### src/rtl/countdown_timer.sv
// Loadable HH:MM:SS countdown timer clocked by a 1 Hz enable clock.
// Pulses expired on reaching 00:00:00; either stops in DONE or auto-reloads.
module countdown_timer #(
  parameter int unsigned MAX_HOURS   = 23,
  parameter bit          AUTO_RELOAD = 1'b0
) (
  input  logic       Clk_1sec,
  input  logic       reset,
  input  logic       load,
  input  logic [4:0] load_hours,
  input  logic [5:0] load_minutes,
  input  logic [5:0] load_seconds,
  input  logic       start,
  input  logic       pause,
  output logic [4:0] hours,
  output logic [5:0] minutes,
  output logic [5:0] seconds,
  output logic       running,
  output logic       done,
  output logic       expired
);

  typedef enum logic [1:0] {IDLE, RUN, PAUSED, DONE} state_t;

  state_t     state, state_n;
  logic [4:0] hrs_n, ld_hrs, rl_hrs;
  logic [5:0] min_n, ld_min, rl_min;
  logic [5:0] sec_n, ld_sec, rl_sec;
  logic       expired_n;
  logic       cnt_zero, at_one, rl_zero;

  always_comb begin
    ld_hrs = (load_hours   > 5'(MAX_HOURS)) ? 5'(MAX_HOURS) : load_hours;
    ld_min = (load_minutes > 6'd59)         ? 6'd59         : load_minutes;
    ld_sec = (load_seconds > 6'd59)         ? 6'd59         : load_seconds;
  end

  assign cnt_zero = (hours == '0) && (minutes == '0) && (seconds == '0);
  assign at_one   = (hours == '0) && (minutes == '0) && (seconds == 6'd1);
  assign rl_zero  = (rl_hrs == '0) && (rl_min == '0) && (rl_sec == '0);

  always_ff @(posedge Clk_1sec) begin
    if (reset) begin
      state   <= IDLE;
      hours   <= '0;
      minutes <= '0;
      seconds <= '0;
      rl_hrs  <= '0;
      rl_min  <= '0;
      rl_sec  <= '0;
      expired <= 1'b0;
    end else begin
      state   <= state_n;
      hours   <= hrs_n;
      minutes <= min_n;
      seconds <= sec_n;
      expired <= expired_n;
      if (load) begin
        rl_hrs <= ld_hrs;
        rl_min <= ld_min;
        rl_sec <= ld_sec;
      end
    end
  end

  always_comb begin
    state_n   = state;
    hrs_n     = hours;
    min_n     = minutes;
    sec_n     = seconds;
    expired_n = 1'b0;
    if (load) begin
      hrs_n   = ld_hrs;
      min_n   = ld_min;
      sec_n   = ld_sec;
      state_n = IDLE;
    end else begin
      unique case (state)
        IDLE: begin
          // pause outranks start, so a simultaneous pair does not launch a run
          if (!pause && start && !cnt_zero) state_n = RUN;
        end
        RUN: begin
          if (pause) begin
            state_n = PAUSED;
          end else if (cnt_zero) begin
            state_n = DONE;
          end else if (at_one) begin
            expired_n = 1'b1;
            if (AUTO_RELOAD && !rl_zero) begin
              hrs_n = rl_hrs;
              min_n = rl_min;
              sec_n = rl_sec;
            end else begin
              hrs_n   = '0;
              min_n   = '0;
              sec_n   = '0;
              state_n = DONE;
            end
          end else if (seconds != '0) begin
            sec_n = seconds - 6'd1;
          end else if (minutes != '0) begin
            sec_n = 6'd59;
            min_n = minutes - 6'd1;
          end else begin
            sec_n = 6'd59;
            min_n = 6'd59;
            hrs_n = hours - 5'd1;
          end
        end
        PAUSED: begin
          if (!pause && start) state_n = RUN;
        end
        DONE: ;
        default: state_n = IDLE;
      endcase
    end
  end

  assign running = (state == RUN);
  assign done    = (state == DONE);

endmodule

### config.mk
export PLATFORM = sky130hd
export DESIGN_NAME = countdown_timer
export DESIGN_NICKNAME = d
export VERILOG_FILES = /design/src/rtl/countdown_timer.sv
export SDC_FILE = /design/constraint.sdc
export NUM_CORES = 1
export LEC_CHECK = 0
export BUFFER_PORTS_ARGS = -buffer_cell sky130_fd_sc_hd__clkbuf_2
export CORE_ASPECT_RATIO = 0.75
export CORE_MARGIN = 5
export CORE_UTILIZATION = 45
export CTS_CLUSTER_DIAMETER = 40
export CTS_CLUSTER_SIZE = 14
export DETAILED_ROUTE_END_ITERATION = 8
export GPL_ROUTABILITY_DRIVEN = 0
export HOLD_SLACK_MARGIN = 0.15
export PLACE_DENSITY = 0.74
export SKIP_LAST_GASP = 1
export SYNTH_ARGS = -nofsm -noshare
export SYNTH_HDL_FRONTEND = slang
export SYNTH_SLANG_ARGS = --single-unit
### constraint.sdc
create_clock -name Clk_1sec -period 2.7 [get_ports Clk_1sec]
set_clock_uncertainty 0.05 [all_clocks]
set_input_delay 0.135 -clock Clk_1sec [delete_from_list [all_inputs] [get_ports Clk_1sec]]
set_output_delay 0.135 -clock Clk_1sec [all_outputs]
set_load 0.005 [all_outputs]
* After elaboration in Yosys (flattened, before gate mapping) *
Index checks and enable logic that the tools add are counted.

word-level totals
  register bits = 20
  bits in latches = 0
  bits in writable memories = 0
  bits in read-only memories = 0
  memories = 0

cells by class
  add/subtract/negate cells = 3
  multiply operators = 0
  div/mod/pow operators = 0
  $lt $le $gt $ge = 3
  equality and inequality tests = 11
  shifts and indexed selects = 0
  muxes and demuxes = 30
  bitwise gates (word level) = 1
  reduce and logical (&&, ||, !) cells = 21

operators with widths
  kind                                              count
  2-to-1 mux 6 bit                                  15
  2-to-1 mux 5 bit                                  8
  > comparator 6 bit, second input constant         2
  zero test 6 bit                                   2
  nonzero test 6 bit                                2
  subtractor 6 x 1 -> 6 bit, second input constant  2
  2-to-1 mux 2 bit                                  5
  != test 2 bit, second input constant              4
  AND reduction 4 bit                               2
  == test 6 x 1 -> 1 bit, second input constant     1
  != test 3 bit, second input constant              2
  one-hot mux 2 bit (3 select lines)                1
  > comparator 5 bit, second input constant         1
  logical AND 1 bit                                 5
  zero test 5 bit                                   1
  AND reduction 5 bit                               1
  OR reduction 5 bit                                1
  subtractor 5 x 1 -> 5 bit, second input constant  1
  == test 2 bit, second input constant              2
  != test 4 x 2 -> 1 bit, second input constant     1
  AND reduction 3 bit                               1
  nonzero test 3 bit                                1
  == test 2 x 1 -> 1 bit, second input constant     1
  zero test 1 bit                                   2
  other kinds (5)                                   5

* Longest topological paths before layout *
  depth after elaboration = 8
  depth in mapped cells = 8
  gate-level depth less buffers = 7

* Worst setup path before layout *
Ideal clock, no wire load.

  kind = reg2reg
  start = register minutes[0]
  end = register seconds[2]
  library setup time = 0.131 ns
  data arrival time = 2.002 ns
  data required time = 2.519 ns
  path slack = 0.517 ns
  stages on the path, launching flop included = 8
  buffers on the path = 0
  clock period less this slack = 2.183 ns
  cells stage by stage = dfxtp_1 inv_1 ha_1 or3b_1 o41a_2 and4b_1 a31oi_1 o32ai_1

between the ends
  longest elaborated chain between the ends = 8
  elaborated cells between the ends (all ways) = 11
  those cells by class = eq/ne (1); mux (5); reduce/logical (5)

RTL lines
  what                    RTL line  RTL
  start, declared         16        output logic [5:0] minutes,
  start signal, assigned  55        minutes <= min_n;
  zero test 6 bit *       38, 39
  logical AND 1 bit *     38, 39
  logical AND 1 bit       39        assign at_one = (hours == '0) && (minutes == '0) && (seconds == 6'd1);
  2-to-1 mux 6 bit        88        end else if (at_one) begin
  2-to-1 mux 6 bit        86        end else if (cnt_zero) begin
  2-to-1 mux 6 bit        84        if (pause) begin
  2-to-1 mux 6 bit        78        unique case (state)
  2-to-1 mux 6 bit        72        if (load) begin
  end signal, assigned    56        seconds <= sec_n;
  end, declared           17        output logic [5:0] seconds,

Every way passes the cells marked *; elsewhere a longest branch is shown, timed or not. The select of a mux whose other input is x is not followed.
A chain may end at the register's enable or synchronous reset.

* Worst setup path after layout *
Ends and elaborated chain as after synthesis.

==> results.toml <==
[sta]
finalMaxSlewViolations = 0
fin_ws_ps = 275.1
worst_slew_margin_rel_pct = 63.65
final.setup.tns_ps = 0
fmax_mhz = 412.4
finalHoldViolCount = 0
finalCriticalPeriod_ps = 2425
period_share_pct = 89.81
rsz0062_at_grt = "no"
tightest_slew_ps = 540.8
setup_viol = 0

[yosys]
yosysSeqAreaShare_pct = 27.16
synthArstFlopShare_pct = 0
yosys.area.top_type = "dfxtp_1"
ys_warn_count = 0
syn_area_um2 = 1474
syn_area_per_cell_um2 = 7.924
synthDistinctLibCells = 56
synth.top_cell.area_share_pct = 27.16
synthTopCellsByArea = "dfxtp_1 (27%), a21oi_1 (5.8%), nor2_1 (4.6%)"
synth_cells = 186
synth_edf_count = 0
ys.flop_type = "dfxtp_1"
synth_nets = 213
yosys_register_bits = 20

[power_and_ir_drop]
cellPowerDensity_nw_per_um2 = 441.1
swShare_pct = 32.75
seqPwrFrac_pct = 41.9
p_int_mw = 0.5500
p_leak_nw = 0.7765
power_mw = 0.8179
power.net_switching_mw = 0.2679
combinationalPowerShare_pct = 29.2
ir_drop_v = 0.0002992
p_clk_share_pct = 28.8

[layout]
regArea_um2 = 400.4
final_util_pct = 57.58
nNetsFinal = 263
finalNonFillerCells = 275
drive_gt1_share_pct = 27.23
layout_common_cells = "clkbuf_2 (41), dfxtp_1 (20), nor2_1 (18)"
diodes = 0
syn_to_final_growth_pct = 25.81
multiInputGateArea_um2 = 1010
layout_commonest_cell = "clkbuf_2"
fill_cells = 314

[worst_setup_path]
cp.required_ps = 2780
critPathMaxFanout = 7
r2r_setup_slack_ps = 280
critPathKind = "register to register"
end_kind = "register"
cp.arrival_ps = 2510
cp-start-kind = "register"

[placement]
numPortBuffers = 41
preCtsSetupSlack_ps = 327.1
post-place-cells = 264
hpwl_mm = 3.257

[die]
die_area_um2 = 4532
rows = 18
core_area_um2 = 3221
start_util_pct = 45.77
io_pins = 42
dieHeight_um = 59.57
die_w_um = 76.09

[route]
final_antenna_net_count = 0
wirelength_mm = 4.302
wire_per_inst_um = 15.64
vias = 1608
drt_pass1_iterations = 6
drc_errors = 0
vias_per_cell = 5.847
drtIter0Drc = 102

[global_route]
grt.overflow.total = 0
grt_pass1_wl_mm = 7.169
grtUsageTotal_pct = 19.18
grt_pass1_vias = 1500
grt_max_degree = 20
antenna_found_initial = 0

[clock_tree]
clockBufferDepth = 2
htree_num_levels = 1
cts.clk_slew.worst_paths_ps = 80
cts-buffers-inserted = 3
clockRootBuffer = "clkbuf_8"
cts_tree = "done"
insertion_delay_ps = 260
cts.sinks = 20
post_cts_buffers = 0

[min_path]
worstHoldPathType = "input pin to register"

[run_status]
outcome = "finished clean"

[flow_run]
drv_cap = 0
[stage by stage]
stage	cell area, um2	hold WS (ps)
after floorplan	1474	229.8
after global placement	1729	344.6
after detailed placement	1729	344.0
after CTS	1854	150.8
after global routing	1854	159.5
final	1854	153.8
[layout make-up]
type / count / share of cell area (%)
flip-flops and latches: 20 / 21.59
clock buffers: 4 / 2.969
inverters: 11 / 2.227
multi-input cells: 149 / 54.45
well taps: 40 / 2.699
repair buffers: 51 / 16.06
[synthesized netlist by cell type (2+ instances only)]
master and instances:
dfxtp_1 20, nor2_1 18, a21oi_1 17, nand2_1 16, inv_1 11, o21ai_0 7, a31oi_1 5, clkbuf_1 5
ha_1 5, nor3_1 5, a221oi_1 4, nand3_1 4, nand4_1 4, nor2b_1 4, a211oi_1 3, a21boi_0 3
nor3b_1 3, o211ai_1 3, o21a_1 3, a2111oi_0 2, a41oi_1 2, and2_1 2, mux2i_1 2, nand3b_1 2
nor3_2 2, o22ai_1 2, or2_2 2, or3b_2 2
[power groups by stage]
stage          registers [mW]  logic [mW]  clock network [mW]
2_1_floorplan           0.345       0.154                   0
3_3_place_gp            0.349       0.226                   0
3_5_place_dp            0.349       0.228                   0
4_1_cts                 0.342       0.237               0.242
5_1_grt                 0.348       0.264               0.253
6_report                0.343       0.239               0.236
[worst paths after layout]
| check | from | to | cells after the start |
|---|---|---|---|
| worst max-delay path | minutes[0]$_SDFFE_PP0P_ | seconds[2]$_SDFFE_PP0P_ | 7 |
| worst min-delay path | load_minutes[4] | minutes[4]$_SDFFE_PP0P_ | 3 |
| worst max register to register | minutes[0]$_SDFFE_PP0P_ | seconds[2]$_SDFFE_PP0P_ | 7 |
| worst min register to register | seconds[5]$_SDFFE_PP0P_ | seconds[5]$_SDFFE_PP0P_ | 2 |
[critical path: stages (launching register included)]
cell,delay (ps)
dfxtp_1,380
inv_1,100
ha_1,240
or3b_1,490
o41a_2,580
and4b_1,210
a31oi_1,150
o32ai_1,100
[flip-flops by register name, summed over array words and instances (netlist names)]
signal   flops
expired      1
hours        5
minutes      6
seconds      6
state        2
[what timing repair did]
action                                 CTS  global route
gates resized for setup                  0             0
hold buffers                             7             0
endpoints found under the hold margin    7             0
[cells by family (layout without fill, tap and decap cells)]
kind of cell | count (synthesis) | in the layout | synth area share, %
DFF | 20 | 20 | 27.16
muxes | 2 | 2 | 1.358
and+or+nand+nor | 77 | 77 | 31.58
buffers and inverters | 17 | 66 | 4.329
AOI/OAI and AO/OA | 64 | 64 | 30.73
xor gates and xnor gates | 1 | 1 | 0.5943
adders and majority gates | 5 | 5 | 4.244
[routing by layer]
layer  track usage, %  part of all wire [%]  wire length (um)
met1            27.66                    48              2049
met2            29.27                    43              1846
met3            4.863                   9.0               386
met4            3.242                  0.46                20
met5                0                     0                 0
No activity file was read; power rests on OpenSTA's default activity.
